File: config.mk
export PLATFORM = sky130hd
export DESIGN_NAME = imm_encoder
export DESIGN_NICKNAME = d
export VERILOG_FILES = /design/src/rtl/imm_pkg.sv /design/src/rtl/imm_enc_classify.sv /design/src/rtl/imm_encoder.sv
export SDC_FILE = /design/constraint.sdc
export NUM_CORES = 1
export LEC_CHECK = 0
export CORE_MARGIN = 2
export CORE_UTILIZATION = 42
export CTS_CLUSTER_SIZE = 8
export DETAILED_ROUTE_END_ITERATION = 10
export PLACE_DENSITY = 0.75
export SLEW_MARGIN = 25
export SYNTH_ARGS = -nofsm -noshare
export SYNTH_HDL_FRONTEND = slang
export SYNTH_SLANG_ARGS = --single-unit
File: constraint.sdc
create_clock -name clk -period 1.65 [get_ports clk]
set_clock_uncertainty 0.15 [all_clocks]
set_input_delay 0.2475 -clock clk [delete_from_list [all_inputs] [get_ports clk]]
set_output_delay 0.2475 -clock clk [all_outputs]
set_load 0.05 [all_outputs]
File: src/rtl/imm_pkg.sv
// Shared definitions for the immediate path: the ExtOp encodings used by both
// the immediate extender and the constant encoder, and the encoder FSM states.
package imm_pkg;

    localparam int IMM_W    = 16;
    localparam int VALUE_W  = 32;
    localparam int EXTOP_W  = 2;

    // ExtOp encodings understood by the extender
    localparam logic [EXTOP_W-1:0] EXT_ZERO = 2'b00;  // imm zero-extended
    localparam logic [EXTOP_W-1:0] EXT_SIGN = 2'b01;  // imm sign-extended from bit 15
    localparam logic [EXTOP_W-1:0] EXT_HIGH = 2'b10;  // imm placed in bits 31:16

    typedef enum logic [1:0] {
        IDLE  = 2'd0,
        BEAT0 = 2'd1,
        BEAT1 = 2'd2
    } imm_state_e;

endpackage

File: src/rtl/imm_enc_classify.sv
// Combinational classifier: picks the shortest extender encoding for a 32-bit
// constant and returns the first beat plus whether a second (low-half) beat is
// needed. The sign-extended single-beat form is only produced when
// IMM_ENC_SIGNED_EN is defined.
module imm_enc_classify
    import imm_pkg::*;
(
    input  logic [31:0] value,
    output logic        two_beat,
    output logic [15:0] first_imm,
    output logic [1:0]  first_extop
);

    // Priority-ordered encoding choice; the first matching form wins
    always_comb begin
        two_beat    = 1'b0;
        first_imm   = value[15:0];
        first_extop = EXT_ZERO;
        if (value[31:16] == 16'h0000) begin
            first_imm   = value[15:0];
            first_extop = EXT_ZERO;
        end
`ifdef IMM_ENC_SIGNED_EN
        else if (&value[31:15]) begin
            first_imm   = value[15:0];
            first_extop = EXT_SIGN;
        end
`endif
        else if (value[15:0] == 16'h0000) begin
            first_imm   = value[31:16];
            first_extop = EXT_HIGH;
        end
        else begin
            // high half first, the low half is OR-merged by the second beat
            two_beat    = 1'b1;
            first_imm   = value[31:16];
            first_extop = EXT_HIGH;
        end
    end

endmodule

File: src/rtl/imm_encoder.sv
// Constant encoder for the immediate injection path. Accepts a 32-bit constant
// over valid/ready and emits one or two (imm, ExtOp) beats that the extender
// reproduces the constant from. All outputs are registered.
// Optional feature: define IMM_ENC_SIGNED_EN to enable sign-extended single beats.
//
// state | meaning
// ------+---------------------------------------------------------------
// IDLE  | ready for a new constant, no beat pending
// BEAT0 | first beat held on the outputs until the consumer takes it
// BEAT1 | low-half beat of a two-beat encoding held on the outputs
module imm_encoder
    import imm_pkg::*;
(
    input  logic        clk,
    input  logic        rst,
    input  logic        in_valid,
    output logic        in_ready,
    input  logic [31:0] in_value,
    output logic        out_valid,
    input  logic        out_ready,
    output logic [15:0] out_imm,
    output logic [1:0]  out_extop,
    output logic        out_last
);

    imm_state_e  state_q, state_d;
    logic [15:0] val_lo_q, val_lo_d;
    logic [15:0] out_imm_q, out_imm_d;
    logic [1:0]  out_extop_q, out_extop_d;
    logic        out_last_q, out_last_d;
    logic        out_valid_q, out_valid_d;
    logic        in_ready_q, in_ready_d;

    logic        cls_two_beat;
    logic [15:0] cls_imm;
    logic [1:0]  cls_extop;

    // The classifier looks at in_value in the accept cycle, which is exactly
    // the value being captured, so the first beat is ready one cycle later.
    imm_enc_classify u_classify (
        .value       (in_value),
        .two_beat    (cls_two_beat),
        .first_imm   (cls_imm),
        .first_extop (cls_extop)
    );

    // Next-state and registered-output computation
    always_comb begin
        state_d     = state_q;
        val_lo_d    = val_lo_q;
        out_imm_d   = out_imm_q;
        out_extop_d = out_extop_q;
        out_last_d  = out_last_q;
        out_valid_d = out_valid_q;
        in_ready_d  = in_ready_q;
        case (state_q)
            IDLE: begin
                if (in_valid) begin
                    // only the low half is needed later, for the second beat
                    val_lo_d    = in_value[15:0];
                    out_imm_d   = cls_imm;
                    out_extop_d = cls_extop;
                    out_last_d  = ~cls_two_beat;
                    out_valid_d = 1'b1;
                    in_ready_d  = 1'b0;
                    state_d     = BEAT0;
                end
            end
            BEAT0: begin
                if (out_ready) begin
                    if (out_last_q) begin
                        out_valid_d = 1'b0;
                        out_last_d  = 1'b0;
                        in_ready_d  = 1'b1;
                        state_d     = IDLE;
                    end else begin
                        out_imm_d   = val_lo_q;
                        out_extop_d = EXT_ZERO;
                        out_last_d  = 1'b1;
                        state_d     = BEAT1;
                    end
                end
            end
            BEAT1: begin
                if (out_ready) begin
                    out_valid_d = 1'b0;
                    out_last_d  = 1'b0;
                    in_ready_d  = 1'b1;
                    state_d     = IDLE;
                end
            end
            default: begin
                out_valid_d = 1'b0;
                out_last_d  = 1'b0;
                in_ready_d  = 1'b1;
                state_d     = IDLE;
            end
        endcase
    end

    // State, captured value and output registers with synchronous reset
    always_ff @(posedge clk) begin
        if (rst) begin
            state_q     <= IDLE;
            val_lo_q    <= 16'h0000;
            out_imm_q   <= 16'h0000;
            out_extop_q <= EXT_ZERO;
            out_last_q  <= 1'b0;
            out_valid_q <= 1'b0;
            in_ready_q  <= 1'b1;
        end else begin
            state_q     <= state_d;
            val_lo_q    <= val_lo_d;
            out_imm_q   <= out_imm_d;
            out_extop_q <= out_extop_d;
            out_last_q  <= out_last_d;
            out_valid_q <= out_valid_d;
            in_ready_q  <= in_ready_d;
        end
    end

    assign in_ready  = in_ready_q;
    assign out_valid = out_valid_q;
    assign out_imm   = out_imm_q;
    assign out_extop = out_extop_q;
    assign out_last  = out_last_q;

endmodule

# Word level (Yosys, flattened, before mapping)
# Cells that the tools add are included.
[classes]
reduce_logical = 8
bitwise = 1
n_mux = 31
n_eq_ne = 7
[ops]
columns = ["cell", "count"]
rows = [
  ["16-bit 2-to-1 mux", 4],
  ["16-bit logical NOT", 2],
  ["16-bit one-hot mux with 2 select lines", 1],
  ["2-bit 2-to-1 mux", 8],
  ["1-bit 2-to-1 mux", 13],
  ["2-bit inequality test, second input constant", 5],
  ["1-bit one-hot mux with 3 select lines", 3],
  ["4-bit AND reduction", 2],
  ["2-bit one-hot mux with 3 select lines", 1],
  ["2-bit one-hot mux with 2 select lines", 1],
  ["3-bit AND reduction", 1],
  ["2-bit by 1-bit equality test with 1-bit output, second input constant", 1],
  ["2-bit equality test, second input constant", 1],
  ["2-bit logical NOT", 1],
  ["2-bit AND reduction", 1],
  ["2-bit nonzero test", 1],
  ["1-bit inverter", 1],
]
[totals]
output_inout_bits = 21
elab_cells = 54
reg_bits = 39
input_bits = 36

# Logic depth before layout (Yosys ltp)
[logic_depth]
word_depth = 6
ltp_mapped = 6
mapped_depth_nobuf = 4

# By module
# Synthesis repeated with hierarchy kept, for this count alone.
[hier_totals]
cells_unflattened = 212
hier_area_um2 = 1944.4
[modules_own_cells]
columns = ["module", "seq_area_each_um2", "n_inst", "area_each_um2", "cells_each"]
rows = [
  ["imm_encoder", 780.7, 1, 1700.4, 181],
  ["imm_enc_classify", 0.0, 1, 244.0, 31],
]

# Worst setup path before layout
# No wires, ideal clock.
[synth_timing]
path_type = "register -> register"
startpoint = "register out_last_q, in the netlist out_last"
endpoint = "register out_imm_q[6], in the netlist out_imm[6]"
setup_slack_ps = 13
path_buffers = 1
setup_time_ps = 91
required_ps = 1409
arrival_time_ps = 1396
synth_period_minus_slack_ps = 1637
stages_incl_launch_ff = 5
cell_sequence = "dfxtp_1 > nor2b_1 > a21o_2 > buf_2 > a311oi_1"
[synth_via]
elab_chain_len = 2
[synth_rtl]
columns = ["item", "line_no", "source"]
rows = [
  ["start, declared", "imm_encoder.sv:30", "logic out_last_q, out_last_d;"],
  ["start signal, assigned", "imm_encoder.sv:116", "out_last_q <= out_last_d;"],
  ["2-bit inequality test (no line)", "n/a", ""],
  ["4-bit AND reduction (no line)", "n/a", ""],
  ["end signal, assigned", "imm_encoder.sv:114", "out_imm_q <= out_imm_d;"],
  ["end, declared", "imm_encoder.sv:28", "logic [15:0] out_imm_q, out_imm_d;"],
]
# Every way passes these cells.
# A chain may end at the register's enable or synchronous reset.

# Worst setup path after layout
[layout_timing]
startpoint = "input port in_value[22]"
endpoint = "register out_imm_q[6], in the netlist out_imm[6]"
[layout_via]
elab_chain_len = 4
[layout_rtl]
columns = ["item", "line_no", "source"]
rows = [
  ["start, declared", "imm_encoder.sv:18", "input logic [31:0] in_value,"],
  ["16-bit logical NOT", "imm_enc_classify.sv:19", "if (value[31:16] == 16'h0000) begin"],
  ["16-bit 2-to-1 mux *", "imm_enc_classify.sv:19", ""],
  ["16-bit 2-to-1 mux *", "imm_encoder.sv:58", "if (in_valid) begin"],
  ["16-bit one-hot mux with 2 select lines *", "imm_encoder.sv:56", "case (state_q)"],
]
# Mark *: on every way between the ends. The rest lies on a longest branch, timed or not. The select of a mux whose other input is x is not followed.

==> results_tabular.tex <==
\begin{tabular}{lr}
\hline
Metric & Value \\
\hline
\multicolumn{2}{l}{\textbf{Critical path}} \\
Launching instance or port of the critical path & in\_value[22] \\
CP required & 1.69 ns \\
Max FO, Critical Path & 4 \\
Kind of start point of the critical path & input pin \\
Endpoint type of the worst setup path & flop \\
Startpoint of the most critical register-to-register path & state\_q[0]\$\_SDFFE\_PP0P\_ \\
Data arrival time of the critical path & 1.72 ns \\
Path type of the worst setup path & in -> reg \\
Count of cells along the worst register-to-register path & 5 \\
\multicolumn{2}{l}{\textbf{Synthesis}} \\
Nets in the synthesized netlist & 241 \\
Post-Synthesis Mean Instance Area & 8.89 µm² \\
Yosys reg bits & 38 \\
Number of flops mapped to enable cells by yosys & 0 \\
Cell types with the largest area share after synthesis & sky130\_fd\_sc\_hd\_\_dfxtp\_1 42\%, sky130\_fd\_sc\_hd\_\_mux2i\_1 8.8\%, sky130\_fd\_sc\_hd\_\_nand2\_1 7.0\% \\
Sequential cell area fraction in the yosys report & 0.418 \\
Synth Cell Area & 0.00182 mm² \\
Ys async rst share & 0 \\
Predominant post-synthesis flop cell & sky130\_fd\_sc\_hd\_\_dfxtp\_1 \\
Dominant cell by count in the synthesized netlist & sky130\_fd\_sc\_hd\_\_dfxtp\_1 \\
Area share of the largest cell type after synthesis & 0.418 \\
Commonest cells in the netlist & 38 x sky130\_fd\_sc\_hd\_\_dfxtp\_1, 34 x sky130\_fd\_sc\_hd\_\_nand2\_1, 24 x sky130\_fd\_sc\_hd\_\_nor2\_1 \\
Number of distinct standard cells referenced by the synthesized netlist & 26 \\
Synth Warn \# & 0 \\
Synthesized instance count & 205 \\
Area leader, netlist & sky130\_fd\_sc\_hd\_\_dfxtp\_1 \\
\multicolumn{2}{l}{\textbf{Timing}} \\
Period utilization & 1.01 \\
Final Setup Violations & 2 \\
Worst hold slack & 0.313 ns \\
Fin. max-slew vios & 0 \\
RSZ-0062 raised after global routing & yes \\
Time the final worst path needs with I/O delays and setup & 1.67 ns \\
Hold Violations, Final & 0 \\
Highest Clock Rate & 598 MHz \\
Final setup margin & -0.0232 ns \\
\multicolumn{2}{l}{\textbf{Global route}} \\
Aggregate global routing overflow & 0 \\
Wire length of the first global-routing pass & 8970 µm \\
Number of global-route vias before repair & 1854 \\
Maximum number of pins on one net before global-route repair & 39 \\
Total routing usage reported by global routing & 0.232 \\
Number of antenna violations at the first check in global routing & 0 \\
\multicolumn{2}{l}{\textbf{Job}} \\
Max-capacitance violation count & 0 \\
\multicolumn{2}{l}{\textbf{Drt}} \\
Count of antenna-violating nets left after detailed routing & 0 \\
Average vias per placed instance & 5.47 \\
Count of TritonRoute iterations in the first routing pass & 4 \\
Drt initial violations & 125 \\
Mean routed wirelength per cell & 15.6 µm \\
Routed Wire Length & 5410 µm \\
Total number of vias & 1892 \\
Post-detailed-route DRC marker count & 0 \\
\multicolumn{2}{l}{\textbf{Power}} \\
Proportion of power drawn by the clock network & 0.244 \\
Leakage component of the power & 1.22 nW \\
Areal power density over the cells & 864 mW/mm² \\
Sequential fraction of design power & 0.424 \\
Switching power & 0.834 mW \\
Combinational cell fraction of total power & 0.332 \\
Switching power share of the total & 0.336 \\
Maximum vdd drop & 0.704 mV \\
Cell-internal power & 1.65 mW \\
\multicolumn{2}{l}{\textbf{Floorplanning}} \\
Die width & 69.9 µm \\
FP Rows & 23 \\
Total die area & 0.00488 mm² \\
Number of top-level design ports & 57 \\
Vertical die dimension & 69.9 µm \\
Starting Density & 0.446 \\
Core box area & 0.00409 mm² \\
\multicolumn{2}{l}{\textbf{Clocking}} \\
Longest Clk Path Bufs & 2 \\
CTS tree & built \\
Clock tree root driver cell & sky130\_fd\_sc\_hd\_\_clkbuf\_8 \\
CTS sink cnt & 38 \\
H-tree level count & 2 \\
CTS clk-pin slew, worst paths & 0.07 ns \\
Num CTS Buffers & 5 \\
Clk\_lat worst skew & 0.29 ns \\
Cts-stage hold buffer count & 0 \\
\multicolumn{2}{l}{\textbf{Worst hold path}} \\
Number of instances on the worst hold path & 2 \\
Hold Crit Class & reg -> reg \\
Worst hold path startpoint & val\_lo\_q[7]\$\_SDFFE\_PP0P\_ \\
\multicolumn{2}{l}{\textbf{Cells and area}} \\
Area taken by multi-input logic gates & 0.00101 mm² \\
Post-layout instance count excluding filler cells & 346 \\
Final instance area & 0.00287 mm² \\
Ant diodes & 0 \\
Core utilization of the finished layout & 0.703 \\
Sequential Area & 763 µm² \\
Final-layout fill cell count & 334 \\
Proportion of layout cells with a drive suffix above 1 & 0.331 \\
Synth-to-Final Area Change & 57.7\% \\
Final layout net count & 332 \\
\multicolumn{2}{l}{\textbf{Status}} \\
Run status & finished with violations \\
Violations in the final reports & setup timing \\
\multicolumn{2}{l}{\textbf{Placed design}} \\
Final HPWL DP & 3800 µm \\
Count of placed standard cells including taps & 337 \\
Cell area after placement & 0.00271 mm² \\
Port bufs & 55 \\
Routability congestion estimate & 0.852 \\
\hline
\end{tabular}
[area by class of cell]
cell class | instances | area share
multi-input cells | 150 | 0.351
well taps | 50 | 0.0218
repair buffers | 101 | 0.335
flip-flops and latches | 38 | 0.266
clock buffers | 7 | 0.0266
[state kept, by name (all words and copies together) (netlist names)]
register	cells
out_imm	16
val_lo_q	16
state_q	2
in_ready	1
out_extop	1
out_last	1
out_valid	1
[cells by family after synthesis]
logic type | after synthesis | synth area share
mux | 16 | 0.0879
flops | 38 | 0.418
buf+inv | 17 | 0.0611
simple gates | 89 | 0.241
compound gates | 44 | 0.190
other cells | 1 | 0.00206
[cells in the final DEF, fill, tap and decap left out]
cell / instances
sky130_fd_sc_hd__buf_4: 55
sky130_fd_sc_hd__a311oi_1: 5
sky130_fd_sc_hd__o21ai_0: 1
sky130_fd_sc_hd__a211oi_1: 2
sky130_fd_sc_hd__mux2i_1: 16
sky130_fd_sc_hd__buf_12: 8
sky130_fd_sc_hd__nor3b_1: 1
sky130_fd_sc_hd__nand2b_2: 1
sky130_fd_sc_hd__o21a_1: 1
sky130_fd_sc_hd__a2bb2oi_1: 1
sky130_fd_sc_hd__dlygate4sd2_1: 16
sky130_fd_sc_hd__buf_6: 1
sky130_fd_sc_hd__nor4_1: 6
sky130_fd_sc_hd__nor3b_2: 1
sky130_fd_sc_hd__nor2b_1: 2
sky130_fd_sc_hd__clkdlybuf4s50_1: 19
sky130_fd_sc_hd__and4_4: 1
sky130_fd_sc_hd__a21o_2: 1
sky130_fd_sc_hd__buf_8: 1
sky130_fd_sc_hd__nor2_1: 24
sky130_fd_sc_hd__a311oi_2: 11
sky130_fd_sc_hd__dfxtp_1: 36
sky130_fd_sc_hd__clkbuf_8: 5
sky130_fd_sc_hd__dfxtp_2: 2
sky130_fd_sc_hd__conb_1: 1
sky130_fd_sc_hd__bufbuf_16: 1
sky130_fd_sc_hd__nand3_2: 8
sky130_fd_sc_hd__nand3_1: 8
sky130_fd_sc_hd__nor4_4: 2
sky130_fd_sc_hd__clkbuf_1: 2
sky130_fd_sc_hd__a31oi_1: 1
sky130_fd_sc_hd__and4_1: 1
sky130_fd_sc_hd__nand2_1: 34
sky130_fd_sc_hd__a21oi_1: 21
[timing repair]
action / in CTS / in global routing
resized for setup: 26 / 5
setup buffers: 2 / 0
pin swaps: 9 / 8
setup endpoints to repair: 18 / 17
cloned: 2 / 0
[final timing paths]
| check | endpoint | slack [ns] |
|---|---|---|
| setup / recovery | out_imm[6]$_SDFFE_PP0P_ | -0.02 |
| hold / removal | val_lo_q[7]$_SDFFE_PP0P_ | 0.31 |
| setup reg to reg | out_imm[6]$_SDFFE_PP0P_ | 0.05 |
| hold reg to reg | val_lo_q[7]$_SDFFE_PP0P_ | 0.31 |
[worst max-delay path: stages]
cell,delay (ns)
sky130_fd_sc_hd__dlygate4sd2_1,0.28
sky130_fd_sc_hd__nor4_4,0.33
sky130_fd_sc_hd__and4_4,0.30
sky130_fd_sc_hd__bufbuf_16,0.26
sky130_fd_sc_hd__nand3_1,0.07
sky130_fd_sc_hd__a311oi_1,0.23
[layer usage]
metal	vias up	track usage	wire (µm)	share of wire
met3	12	0.0620	270	0.050
met5	-	0	0	0
met4	0	0.0876	102	0.019
met1	902	0.278	2240	0.41
met2	62	0.398	2800	0.52
li1	916	-	-	-
[power by group through the flow]
stage               Sequential (mW)  Combinational (mW)  Clock, mW
floorplan                      1.25               0.266          0
global placement               1.07               0.806          0
detailed placement             1.07               0.816          0
CTS                            1.05               0.811      0.612
global route                   1.06               0.873      0.661
finish                         1.05               0.824      0.605
[per-stage QoR]
step | TNS (ns) | power, mW | setup WS, ns
finish | -0.0382 | 2.48 | -0.0232
global route | -0.208 | 2.60 | -0.0551
CTS | 0 | 2.47 | 0.00153
detailed placement | -9.87 | 1.89 | -0.596
global placement | -9.67 | 1.87 | -0.567
floorplan | 0 | 1.51 | 0.0128
(Power assumes the default switching activity.)
==> RTL edit 1 (same flow settings) <==
The option `IMM_ENC_SIGNED_EN` is turned on by a define.
--- a/src/rtl/imm_enc_classify.sv
+++ b/src/rtl/imm_enc_classify.sv
@@ -2,6 +2,8 @@
 // constant and returns the first beat plus whether a second (low-half) beat is
 // needed. The sign-extended single-beat form is only produced when
 // IMM_ENC_SIGNED_EN is defined.
+`define IMM_ENC_SIGNED_EN
+
 module imm_enc_classify
     import imm_pkg::*;
 (
Function: changed (Yosys sat finds a counterexample within 4 cycles, from zero or initial values and one cycle with rst high).
==> RTL edit 1 against the original RTL <==
  * Maximum frequency increased by 3.5%
  * Sequential cell count increased by 1
  * Worst setup slack improved by 57 ps
  * Routed wire length increased by 30%
  * Hold slack got worse by 160 ps
  * Critical path type is now flip-flop to flip-flop
  * Total power increased by 2.4%
  * Final area increased by 9.9%
  * Area after synthesis increased by 3.0%
  * First-iteration DRC count increased by 110%
  * Die area increased by 2.8%
==> RTL edit 1: results <==
[timing]
layout_setup_ws_ps = 33.7
hold_slack_ps = 155

[finish]
final_nets = 368
drive_gt1_frac = 0.357
nFillCells = 312
seqCellArea_um2 = 785
multi_input_area_share = 0.354
clkCellAreaFrac = 0.0265
seq_area_frac = 0.248
final_cells = 385

[setup_path]
worst-setup-path-type = "flip-flop to flip-flop"
critPathMaxStageDelay_ps = 360
crit_start = "out_last"
cp_max_fo = 8
crit_family = "compound AO/OA/AOI/OAI gates"
cpMaxStageDelayCell = "dfxtp_2"
arrival_ps = 1640

[route]
routedLengthMet1_mm = 2.69
wl_met3_um = 669

[hold_path]
hold_depth = 3
worstHoldPathType = "primary input to flip-flop"
worst_hold_path.endpoint = "out_imm[1]"

[logic_synthesis]
synthDistinctLibCells = 35
synth_seq_cells = 39
syn_nets = 260
ys_seq_area_frac = 0.416
netlist_top_cells_count = "dfxtp_1, nand2_1, a21oi_1"
netlist_top_cells_area = "dfxtp_1, mux2i_1, nand2_1"
avgSynthCellArea_um2 = 8.37

[grt]
grt_pass1_wl_mm = 10.4
grt_max_degree = 19
grt_pass1_vias = 2134

[placement]
dpl_worst_slack_ps = -704
dp.cells = 363
place.gp.congestion = 0.874

[clocking]
postCtsResizedCells = 31

[pwr]
ir_drop_v = 0.000598
p_sw_frac = 0.337

[status]
status = "finished clean"
RTL edit 1: cell count changes after synthesis, sizes merged, moves of 13 or more:
cell	delta
a311oi	-16
and3	+14
nand3	-14
nor2	-14
o21ai	+13
RTL edit 1: cells by family (layout without fill, tap and decap cells):
kind of cell              Yosys count  after routing  share of synthesized area
AOI/OAI and AO/OA                  69             70                      0.221
xor gates and xnor gates            1              1                    0.00467
buffers and inverters              15            123                     0.0394
DFF                                39             39                      0.416
muxes                              15             15                     0.0801
and+or+nand+nor                    85             85                      0.238
RTL edit 1: power by group through the flow:
stage               clock network, mW  logic [mW]  registers, mW
floorplan                           0       0.194           1.22
global placement                    0       0.738           1.09
detailed placement                  0       0.747           1.09
CTS                             0.642       0.752           1.07
global route                    0.684       0.856           1.08
finish                          0.649       0.818           1.08
RTL edit 1: metal layers:
layer / vias up / GRT usage
li1: 1042 / -
met5: - / 0
met3: 35 / 0.0584
met4: 0 / 0.136
met1: 1081 / 0.325
met2: 148 / 0.450
==> RTL edit 2 (same settings) <==
Without the edit above. Re-encode `imm_state_e` (3 states) as one-hot, 3 bits wide.
--- a/src/rtl/imm_pkg.sv
+++ b/src/rtl/imm_pkg.sv
@@ -11,10 +11,10 @@
     localparam logic [EXTOP_W-1:0] EXT_SIGN = 2'b01;  // imm sign-extended from bit 15
     localparam logic [EXTOP_W-1:0] EXT_HIGH = 2'b10;  // imm placed in bits 31:16
 
-    typedef enum logic [1:0] {
-        IDLE  = 2'd0,
-        BEAT0 = 2'd1,
-        BEAT1 = 2'd2
+    typedef enum logic [2:0] {
+        IDLE  = 3'b001,
+        BEAT0 = 3'b010,
+        BEAT1 = 3'b100
     } imm_state_e;
 
 endpackage
Check against the original RTL: no difference found for any inputs over 10 cycles, from zero or initial values and one cycle with rst high; not proved beyond that.
==> RTL edit 2 against the original RTL <==
  * Sequential cell count up 1
  * First-iteration DRC count up 4.0%
  * Critical path depth stayed put
  * Worst setup slack better by 56 ps
  * Highest routed layer unchanged
  * Sequential power up 6%
  * Total power grew 6.0%
  * Cell count rose by 1.4%
  * Maximum frequency up 3.5%
  * Clock power is 16% higher
  * Routed wire length rose by 0.15%
  * Largest cell class is now buffers
  * Critical path type unchanged
  * Final area shrank 0.78%
  * Die area is the same
  * Area after synthesis unchanged
==> RTL edit 2: results <==
[status]
status = "finished clean"

[logic_synthesis]
synth_compound_area_frac = 0.190
syn_inst = 212
yosys_warnings = 0
synthDistinctLibCells = 33
synth_xor_area_frac = 0.00962
netlist_top_cells_count = "dfxtp_1, nand2_1, a21oi_1, o21ai_0, a31oi_1"
syn_nets = 248
netlist_top_cells_area = "dfxtp_1, mux2i_1, nand2_1"

[finish]
drive_gt1_frac = 0.272
final_cells = 351
final_nets = 336
multi_input_area_um2 = 950
nFillCells = 330

[setup_path]
cpMaxStageDelayCell = "clkdlybuf4s50_1"
r2r_start = "state_q[2]"
crit_start = "in_value[21]"
arrival_ps = 1680
cp_max_fo = 7
r2r_end = "out_imm[13]"
critPathMaxStageDelay_ps = 440

[route]
wl_per_cell_um = 15.4
via_per_inst = 5.56
first_iter_violations = 130

[pwr]
p_seq_mw = 1.11
p_sw_mw = 0.850
powerComb_mw = 0.823
leakage_nw = 1.27
ir_drop_v = 0.000659
p_comb_frac = 0.313

[hold_path]
hold_start = "in_value[16]"
worst_hold_path.endpoint = "out_imm[0]"
hold_depth = 3
worstHoldPathType = "primary input to flip-flop"

[placement]
dpl_worst_slack_ps = -486
placed_area_um2 = 2670
place.gp.congestion = 0.814
dp_hpwl_mm = 3.78

[clocking]
root_buffer = "clkbuf_8"
clk_pin_slew_worst_paths_ps = 70

[grt]
grt.total_usage = 0.215
grt_pass1_wl_mm = 8.60
grt_pass1_vias = 1848
grt_max_degree = 34

[timing]
hold_slack_ps = 237
layout_setup_ws_ps = 32.8
setup_viol = 0
==> RTL edit 2: cell count changes after synthesis, moves of 8 or more <==
| cell | before | now |
|---|---|---|
| nor2_1 | 24 | 2 |
| o21ai_0 | 1 | 19 |
| a31oi_1 | 1 | 17 |
| a311oi_1 | 8 | 0 |
| a311oi_2 | 8 | 0 |
| nand3_1 | 8 | 16 |
| nand3_2 | 8 | 0 |
==> RTL edit 2: per-layer routing <==
layer / GRT usage / routed length (um)
met1: 0.276 / 2300
met2: 0.359 / 2700
met3: 0.0404 / 315
met4: 0.0812 / 107
met5: 0 / 0
==> RTL edit 2: final cells by class <==
type | instances | area share
Timing Repair Buffer | 99 | 0.334
Multi-Input combinational cell | 154 | 0.333
Sequential cell | 39 | 0.274
Clock buffer | 8 | 0.0351
Tap cell | 50 | 0.0219
Inverter | 1 | 0.00132
==> RTL edit 2: timing repair <==
action	CTS	global route
setup endpoints to repair	18	21
setup buffers	0	0
gates cloned	0	1
pin swaps	4	8
resized for setup	13	9
